## src/rtl/masked_argmax_stream.sv

```systemverilog
// masked_argmax_stream: serial masked-max reducer over a framed candidate stream.
// Tracks the running maximum of masked beats, its beat index and the count of
// masked beats, then presents the frame result on a valid/ready output port.
// Optional build macro: MASKED_ARGMAX_TIE_LAST_EN -- when defined, equal values
// replace the held maximum, so the latest index wins a tie; when undefined the
// compare is strict and the earliest index wins.
module masked_argmax_stream #(
  parameter int WIDTH = 16,
  parameter int IDXW  = 8
) (
  input  logic              clk,
  input  logic              rst_n,
  input  logic [WIDTH-1:0]  in_data,
  input  logic              in_mask,
  input  logic              in_last,
  input  logic              in_valid,
  output logic              in_ready,
  output logic [WIDTH-1:0]  out_max,
  output logic [IDXW-1:0]   out_idx,
  output logic [IDXW:0]     out_cnt,
  output logic              out_any,
  output logic              out_valid,
  input  logic              out_ready,
  output logic              busy
);

  typedef enum logic [1:0] {
    S_IDLE = 2'd0,
    S_ACC  = 2'd1,
    S_OUT  = 2'd2
  } state_t;

  state_t            r_state;
  logic [WIDTH-1:0]  r_max_acc;
  logic [IDXW-1:0]   r_idx_acc;
  logic [IDXW:0]     r_cnt_acc;
  logic              r_any_acc;
  logic [IDXW-1:0]   r_k;
  logic              r_busy;
  logic [WIDTH-1:0]  r_out_max;
  logic [IDXW-1:0]   r_out_idx;
  logic [IDXW:0]     r_out_cnt;
  logic              r_out_any;
  logic              r_out_valid;

  logic              w_accept;
  logic              w_better;
  logic              w_take;
  logic              w_cnt_sat;
  logic              w_out_fire;

  // Input is only accepted while accumulating; decoded straight from the state register.
  assign in_ready   = (r_state == S_ACC);
  assign w_accept   = in_valid & in_ready;
  assign w_out_fire = r_out_valid & out_ready;
  assign w_cnt_sat  = &r_cnt_acc;

`ifdef MASKED_ARGMAX_TIE_LAST_EN
  assign w_better = (in_data >= r_max_acc);
`else
  assign w_better = (in_data > r_max_acc);
`endif

  // The first masked beat always wins because the held maximum is not yet meaningful.
  assign w_take = in_mask & (~r_any_acc | w_better);

  // Frame FSM: accumulate beats, snapshot the result one cycle after the last beat, then hold until taken.
  always_ff @(posedge clk or negedge rst_n) begin
    if (!rst_n) begin
      r_state     <= S_IDLE;
      r_max_acc   <= '0;
      r_idx_acc   <= '0;
      r_cnt_acc   <= '0;
      r_any_acc   <= 1'b0;
      r_k         <= '0;
      r_busy      <= 1'b0;
      r_out_max   <= '0;
      r_out_idx   <= '0;
      r_out_cnt   <= '0;
      r_out_any   <= 1'b0;
      r_out_valid <= 1'b0;
    end else begin
      case (r_state)
        S_IDLE: begin
          r_state <= S_ACC;
        end
        S_ACC: begin
          if (w_accept) begin
            r_busy <= 1'b1;
            r_k    <= r_k + 1'b1;
            if (w_take) begin
              r_max_acc <= in_data;
              r_idx_acc <= r_k;
            end
            if (in_mask) begin
              r_any_acc <= 1'b1;
              if (!w_cnt_sat) begin
                r_cnt_acc <= r_cnt_acc + 1'b1;
              end
            end
            if (in_last) begin
              r_state <= S_OUT;
            end
          end
        end
        S_OUT: begin
          if (!r_out_valid) begin
            r_out_max   <= r_max_acc;
            r_out_idx   <= r_idx_acc;
            r_out_cnt   <= r_cnt_acc;
            r_out_any   <= r_any_acc;
            r_out_valid <= 1'b1;
          end else if (w_out_fire) begin
            r_out_valid <= 1'b0;
            r_max_acc   <= '0;
            r_idx_acc   <= '0;
            r_cnt_acc   <= '0;
            r_any_acc   <= 1'b0;
            r_k         <= '0;
            r_busy      <= 1'b0;
            r_state     <= S_ACC;
          end
        end
        default: begin
          r_state <= S_IDLE;
        end
      endcase
    end
  end

  assign out_max   = r_out_max;
  assign out_idx   = r_out_idx;
  assign out_cnt   = r_out_cnt;
  assign out_any   = r_out_any;
  assign out_valid = r_out_valid;
  assign busy      = r_busy;

endmodule

```

## config.mk

```make
export PLATFORM = sky130hd
export DESIGN_NAME = masked_argmax_stream
export DESIGN_NICKNAME = d
export VERILOG_FILES = /design/src/rtl/masked_argmax_stream.sv
export SDC_FILE = /design/constraint.sdc
export NUM_CORES = 1
export LEC_CHECK = 0
export CORE_ASPECT_RATIO = 0.6
export CORE_MARGIN = 10
export CORE_UTILIZATION = 35
export DETAILED_ROUTE_END_ITERATION = 8
export GPL_TIMING_DRIVEN = 0
export HOLD_SLACK_MARGIN = 0.15
export PLACE_DENSITY = 0.66
export SYNTH_ARGS = -nofsm -noshare
export SYNTH_HDL_FRONTEND = slang
export SYNTH_SLANG_ARGS = --single-unit
```

## constraint.sdc

```tcl
create_clock -name clk -period 6.1 [get_ports clk]
set_clock_uncertainty 0.1 [all_clocks]
set_input_delay 1.22 -clock clk [delete_from_list [all_inputs] [get_ports clk]]
set_output_delay 1.22 -clock clk [all_outputs]
set_load 0.01 [all_outputs]
```

==> results of run 1 <==
-- cell type report --
cell class / count / area [um^2] / area share (%)
Buffer: 28 / 128 / 2.39
Clock buffer: 10 / 229 / 4.28
Clock inverter: 6 / 60.1 / 1.12
Inverter: 17 / 63.8 / 1.19
Multi-Input combinational cell: 281 / 2050 / 38.4
Sequential cell: 80 / 2000 / 37.4
Tap cell: 165 / 206 / 3.86
Timing Repair Buffer: 59 / 606 / 11.3
-- per-layer routing --
metal  global-route usage, %  share of wire, %
met1                    19.0                48
met2                    20.6                43
met3                    4.47               7.6
met4                    3.95               1.4
met5                       0                 0
-- through the flow --
stage	cells	total power, mW	worst slack, ps	area, um^2	hold WS, ps
floorplan	406	1.18	2830	4250	379
global placement	629	1.47	899	5030	392
detailed placement	630	1.51	1990	5060	397
CTS	646	2.05	2320	5350	410
global route	646	2.17	2110	5350	424
finish	646	2.03	2260	5350	408
-- cells in the final DEF (no fill, tap or decap), drive strengths merged, types with 2 or more instances in the layout --
cell and n:
a211o 24, a22o 2, nand3 7, clkbuf 30, nand2 45, xor2 7
clkinv 3, a31oi 2, a21oi 11, o311a 24, clkdlybuf4s50 57, dfrtp 80
buf 10, mux2 35, nor4 25, clkinvlp 2, nand4 7, nor2 43
nand2b 2, or2 2, nor2b 3, inv 17, and3 2, nor3 2
or3 2, ha 19, o21ai 5
-- power by group through the flow --
stage / combinational [mW] / clock, mW / sequential (mW)
floorplan: 0.366 / 0 / 0.811
global placement: 0.677 / 0 / 0.797
detailed placement: 0.699 / 0 / 0.808
CTS: 0.706 / 0.541 / 0.801
global route: 0.779 / 0.566 / 0.827
finish: 0.701 / 0.530 / 0.799
-- flip-flops by register name, summed over array words and instances (netlist names) --
register	cells
out_valid	1
out_idx	8
out_cnt	9
r_idx_acc	8
r_state	2
r_any_acc	1
out_max	16
r_k	8
r_max_acc	16
busy	1
r_cnt_acc	9
out_any	1
-- cell families after synthesis --
group	synth area share, %
AND/OR/NAND/NOR	16.3
flip-flops	47.1
AO/OA/AOI/OAI	15.5
buffers and inverters	4.51
multiplexers	9.28
adder cells (fa/ha/maj)	5.60
XOR/XNOR	1.65
-- worst register-to-register path, cell delays in order, from the launching register on --
cell      delay, ps
dfrtp_1         410
inv_1            60
ha_1            360
nand4_4         170
nor4_1          410
a21boi_2        410
nor2_1          220
clkbuf_1        320
a211o_1         340
-- path summary, 6_finish.rpt --
kind / start / end / slack (ps) / cells after the start
min in group asynchronous: rst_n / out_cnt[0]$_DFFE_PN0P_ / 730 / 1
hold / removal: out_max[9]$_DFFE_PN0P_ / out_max[9]$_DFFE_PN0P_ / 410 / 1
setup reg to reg: r_max_acc[15]$_DFFE_PN0P_ / r_max_acc[10]$_DFFE_PN0P_ / 3170 / 8
max in group asynchronous: rst_n / r_idx_acc[3]$_DFFE_PN0P_ / 4590 / 2
hold reg to reg: out_max[9]$_DFFE_PN0P_ / out_max[9]$_DFFE_PN0P_ / 410 / 1
setup / recovery: in_data[13] / r_max_acc[10]$_DFFE_PN0P_ / 2260 / 8
==> out/qor_table.md, run 1 <==
| Result | Reported |
|---|---|
| CP peak stage delay | 490 ps |
| Number of buffers inserted to repair setup after CTS | 0 |
| Routed via count | 3517 |
| Remaining antenna violation count after routing | 0 |
| Clock-pin slew on the worst setup and hold paths | 60 ps |
| Part of the power in registers | 39.4% |
| Transition at the pin with the smallest max-transition slack | 876 ps |
| Tcrit/Tclk final | 63.0% |
| Final HPWL from detailed placement | 8500 um |
| Chip width | 162 um |
| Gate power share | 34.6% |
| Clk root buf | clkbuf_16 |
| Post-layout utilization of the core | 44.8% |
| Count of instances resized after the clock tree is built | 0 |
| Summed instance area of the synthesized netlist | 0.00425 mm^2 |
| Count of inserted antenna diode cells | 0 |
| Int Pwr | 1.36 mW |
| Peak supply drop | 0.124 mV |
| Fmax achieved | 0.260 GHz |
| DRC Markers | 0 |
| Routability congestion estimate from global placement | 0.855 |
| Register area share after synthesis | 47.1% |
| Outcome | finished clean |
| Mean post-synth cell area | 10.5 um^2 |
| Most area-hungry cell type in the Yosys netlist | dfrtp_1 |
| Yosys top cell area share | 47.1% |
| RSZ-0062 raised after global routing | no |
| Synth async-reset ratio | 100% |
| First DRT Iteration DRCs | 251 |
| Cell row count | 31 |
| Critical path data arrival time | 3970 ps |
| Starting density of the core | 35.6% |
| Crit path cell chain | clkdlybuf4s50_1 -> ha_1 -> nand4_4 -> nor4_1 -> a21boi_2 -> nor2_1 -> clkbuf_1 -> a211o_1 |
| Slowest library cell on the worst path | clkdlybuf4s50_1 |
| Number of failing setup endpoints in the final timing report | 0 |
| Synth warnings | 0 |
| Number of synthesized flops with an enable pin | 0 |
| First-pass GRT wire length | 19500 um |
| Final net count | 517 |
| Core Region | 0.0119 mm^2 |
| Total global routing overflow | 0 |
| Headroom to the max-slew limit | 41.1% |
| Crit-path leading delay family | buffers and inverters |
| Number of distinct library cells after synthesis | 39 |
| Antenna violations before repair | 0 |
| PD cells | 379 mW/mm^2 |
| Port Buffer Count | 58 |
| Max Cap Violations | 0 |
| Number of filler instances in the final layout | 1158 |
| Synthesized instance count | 406 |
| Switching fraction of total power | 33.0% |
| Part of the total power dissipated in the clock network | 26.1% |
| Buffer depth of the longest clock path | 2 |
| Syn-to-layout area delta | 25.9% |
| Largest cells by area after synthesis | dfrtp_1, mux2_2, o311a_1 |
| Die area | 0.0171 mm^2 |
| Maximum number of pins on one net before global-route repair | 50 |
| Data required time at the worst endpoint | 6220 ps |
| CP startpoint kind | primary input |
| Total negative slack | 0 ps |
| Post-Route WL | 11600 um |
| Vias in the first global route | 3653 |
| Biggest fanout along the worst timing path | 10 |
| Average wire per standard cell | 17.9 um |
| Number of synthesized register bits | 80 |
| Clock tree from TritonCTS | done |
| Total iterations of the first detailed-routing run | 5 |
| Kind of end point of the critical path | flip-flop |
| Leakage power of the design | 2.65 nW |
| Vias per Instance | 5.44 |
| Critical Setup Path Class | in2reg |
| Minimum clock period after layout | 3840 ps |
| Net count after synthesis | 447 |
| Post-CTS Hold Buffers | 0 |
| Type of the most critical hold path | reg2reg |
| Final hold violation count | 0 |
| Psw | 669 uW |
| Ratio of cells with drive above 1 in the final layout | 13.9% |
| Leading cell type by number of instances after synthesis | dfrtp_1 |
| Slew Viols, Final | 0 |
| Vertical die dimension | 105 um |
| CTS buffer count | 9 |
| Number of sinks handled by clock tree synthesis | 80 |
| Total buffers and inverters traversed by the critical path | 2 |
| Most used flip-flop cell after synthesis | dfrtp_1 |
| Maximum level of the CTS H-tree | 3 |
| Most frequent cells after synthesis | dfrtp_1, nand2_1, nor2_1 |
| All-Layer GR Usage | 13.9% |
| Latest clock arrival within the worst-skew pair | 340 ps |
| Top-level I/O count | 59 |
No activity file was read; power rests on OpenSTA's default activity.
==> run 2: changes to the inputs <==
--- a/config.mk
+++ b/config.mk
@@ -11,7 +11,7 @@
 export DETAILED_ROUTE_END_ITERATION = 8
 export GPL_TIMING_DRIVEN = 0
 export HOLD_SLACK_MARGIN = 0.15
-export PLACE_DENSITY = 0.66
+export PLACE_DENSITY = 0.68
 export SYNTH_ARGS = -nofsm -noshare
 export SYNTH_HDL_FRONTEND = slang
 export SYNTH_SLANG_ARGS = --single-unit
==> constraint.sdc (replaced) <==
create_clock -name clk -period 3.4 [get_ports clk]
set_clock_uncertainty 0.1 [all_clocks]
set_input_delay 0.68 -clock clk [delete_from_list [all_inputs] [get_ports clk]]
set_output_delay 0.68 -clock clk [all_outputs]
set_load 0.01 [all_outputs]
==> run 2 against run 1 <==
Net effect:
- design area increased by 1.2%
- routed wire length is 2.6% lower
- setup slack worse by 2100 ps
- sequential share of layout area shrank 0.46 points
- clock-buffer cell count up 1
- non-clock buffer count stayed put
- cell count unchanged
- total power grew 88%
- combinational power is 78% higher
- sequential power is 79% higher
- utilization increased by 0.56 points
- register-to-register slack got worse by 2600 ps
- highest routed layer unchanged
==> out/qor_table.md, run 2 (synthesis gave the netlist of run 1 again) <==
| Result | Reported |
|---|---|
| First DRT Iteration DRCs | 306 |
| Type of the most critical hold path | in2async |
| Slew Viols, Final | 0 |
| CTS buffer count | 9 |
| Outcome | finished clean |
| Total global routing overflow | 0 |
| Number of failing setup endpoints in the final timing report | 0 |
| DRC Markers | 0 |
| Data required time at the worst endpoint | 3520 ps |
| Headroom to the max-slew limit | 43.8% |
| Total negative slack | 0 ps |
| Post-Route WL | 11300 um |
| Critical Setup Path Class | in2reg |
| Die area | 0.0171 mm^2 |
| Top-level I/O count | 59 |
| Met3 wire length | 920 um |
| Latest clock arrival within the worst-skew pair | 340 ps |
| Starting density of the core | 35.6% |
| Remaining antenna violation count after routing | 0 |
| Max Cap Violations | 0 |
| Final HPWL from detailed placement | 8120 um |
| Number of filler instances in the final layout | 1094 |
| Final hold violation count | 0 |
| Routed via count | 3466 |
| Final-layout worst hold slack | 216 ps |
| Biggest fanout along the worst timing path | 10 |
| Average wire per standard cell | 17.5 um |
| Buffer depth of the longest clock path | 2 |
| Ratio of cells with drive above 1 in the final layout | 14.1% |
| All-Layer GR Usage | 13.2% |
| Transition at the pin with the smallest max-transition slack | 837 ps |
| Clk root buf | clkbuf_16 |
| Total iterations of the first detailed-routing run | 5 |
| Highest-count cells in the layout ignoring fill and taps | dfrtp_1, clkdlybuf4s50_1, nand2_1 |
| Leakage power of the design | 2.68 nW |
| Minimum clock period after layout | 3260 ps |
| Routability congestion estimate from global placement | 0.809 |
| Detailed route wirelength on metal2 | 4640 um |
| Antenna violations before repair | 0 |
| Port Buffer Count | 58 |
| Total power | 3.82 mW |
| First-pass GRT wire length | 18600 um |
| Fmax achieved | 0.307 GHz |
| Met1 wire length | 5600 um |
| Chip width | 162 um |
| CP startpoint kind | primary input |
| Post-CTS Hold Buffers | 0 |
| RSZ-0062 raised after global routing | no |
| Maximum level of the CTS H-tree | 3 |
| Clock tree from TritonCTS | done |
| Vias per Instance | 5.37 |
| Final net count | 517 |
| Kind of end point of the critical path | flip-flop |
| Number of sinks handled by clock tree synthesis | 80 |
| Vertical die dimension | 105 um |
| Count of inserted antenna diode cells | 0 |
| Tcrit/Tclk final | 95.7% |
| Peak supply drop | 0.234 mV |
| Core Region | 0.0119 mm^2 |
| Maximum number of pins on one net before global-route repair | 42 |
| Critical path data arrival time | 3380 ps |
| Syn-to-layout area delta | 27.5% |
| Vias in the first global route | 3477 |
| Cell row count | 31 |
| Highest routed layer | met4 |
| Clock-pin slew on the worst setup and hold paths | 60 ps |
| Most frequent standard cell in the layout excluding fill and tap cells | dfrtp_1 |
| PD cells | 706 mW/mm^2 |
run 2: worst paths after layout:
kind / start / end / slack (ps) / cells after the start
worst max-delay path: in_data[15] / r_max_acc[10]$_DFFE_PN0P_ / 140 / 8
worst min-delay path: rst_n / out_cnt[7]$_DFFE_PN0P_ / 220 / 1
worst max register to register: r_max_acc[15]$_DFFE_PN0P_ / r_max_acc[10]$_DFFE_PN0P_ / 530 / 8
worst min register to register: busy$_DFFE_PN0P_ / busy$_DFFE_PN0P_ / 410 / 2
max in group asynchronous: rst_n / out_max[8]$_DFFE_PN0P_ / 2390 / 2
min in group clk: busy$_DFFE_PN0P_ / busy$_DFFE_PN0P_ / 410 / 2
run 2: final cells by class:
| class | instances | area [um^2] | share of cell area [%] |
|---|---|---|---|
| Clock inverter | 5 | 103 | 1.89 |
| Clock buffer | 11 | 253 | 4.67 |
| Timing Repair Buffer | 59 | 598 | 11.0 |
| Buffer | 28 | 128 | 2.36 |
| Multi-Input combinational cell | 281 | 2060 | 38.1 |
| Tap cell | 165 | 206 | 3.81 |
| Sequential cell | 80 | 2000 | 37.0 |
| Inverter | 17 | 63.8 | 1.18 |
run 2: repair_timing:
action | 4_1_cts | 5_1_grt
endpoints found under the setup margin | 0 | 18
resized for setup | 0 | 1
endpoints found under the hold margin | 0 | 0
buffers inserted | 0 | 0
run 2: layer usage:
metal  up-vias  track usage (%)
met5         -                0
met4         0             3.49
met3        14             4.08
met2       153             17.8
met1      1659             19.7
li1       1640                -
run 2: through the flow:
stage / util (%) / setup WS, ps / std cells / instance area [um^2]
2_1_floorplan: - / 669 / 406 / 4250
3_3_place_gp: 42.1 / -1250 / 629 / 5030
3_5_place_dp: 42.3 / -187 / 630 / 5050
4_1_cts: 45.3 / 147 / 646 / 5410
5_1_grt: 45.3 / 42.0 / 646 / 5420
6_report: 45.3 / 145 / 646 / 5420
run 2: critical path: stages:
cell and delay (ps):
clkdlybuf4s50_1 460, ha_1 410, nand4_4 190, nor4_1 460, a21boi_4 360, nor2_1 190
clkbuf_1 300, a211o_1 330
run 2: power breakdown:
group | internal [mW] | total (mW) | switching [mW] | leakage [nW]
registers | 1.21 | 1.43 | 0.214 | 0.947
clock network | 0.756 | 1.14 | 0.387 | 0.172
logic | 0.662 | 1.25 | 0.592 | 1.56
==> run 3: changes to the inputs <==
--- a/config.mk
+++ b/config.mk
@@ -10,7 +10,6 @@
 export CORE_UTILIZATION = 35
 export DETAILED_ROUTE_END_ITERATION = 8
 export GPL_TIMING_DRIVEN = 0
-export HOLD_SLACK_MARGIN = 0.15
 export PLACE_DENSITY = 0.68
 export SYNTH_ARGS = -nofsm -noshare
 export SYNTH_HDL_FRONTEND = slang
==> results of run 3 <==
Final layout, timing and power as in run 2 (identical DEF).
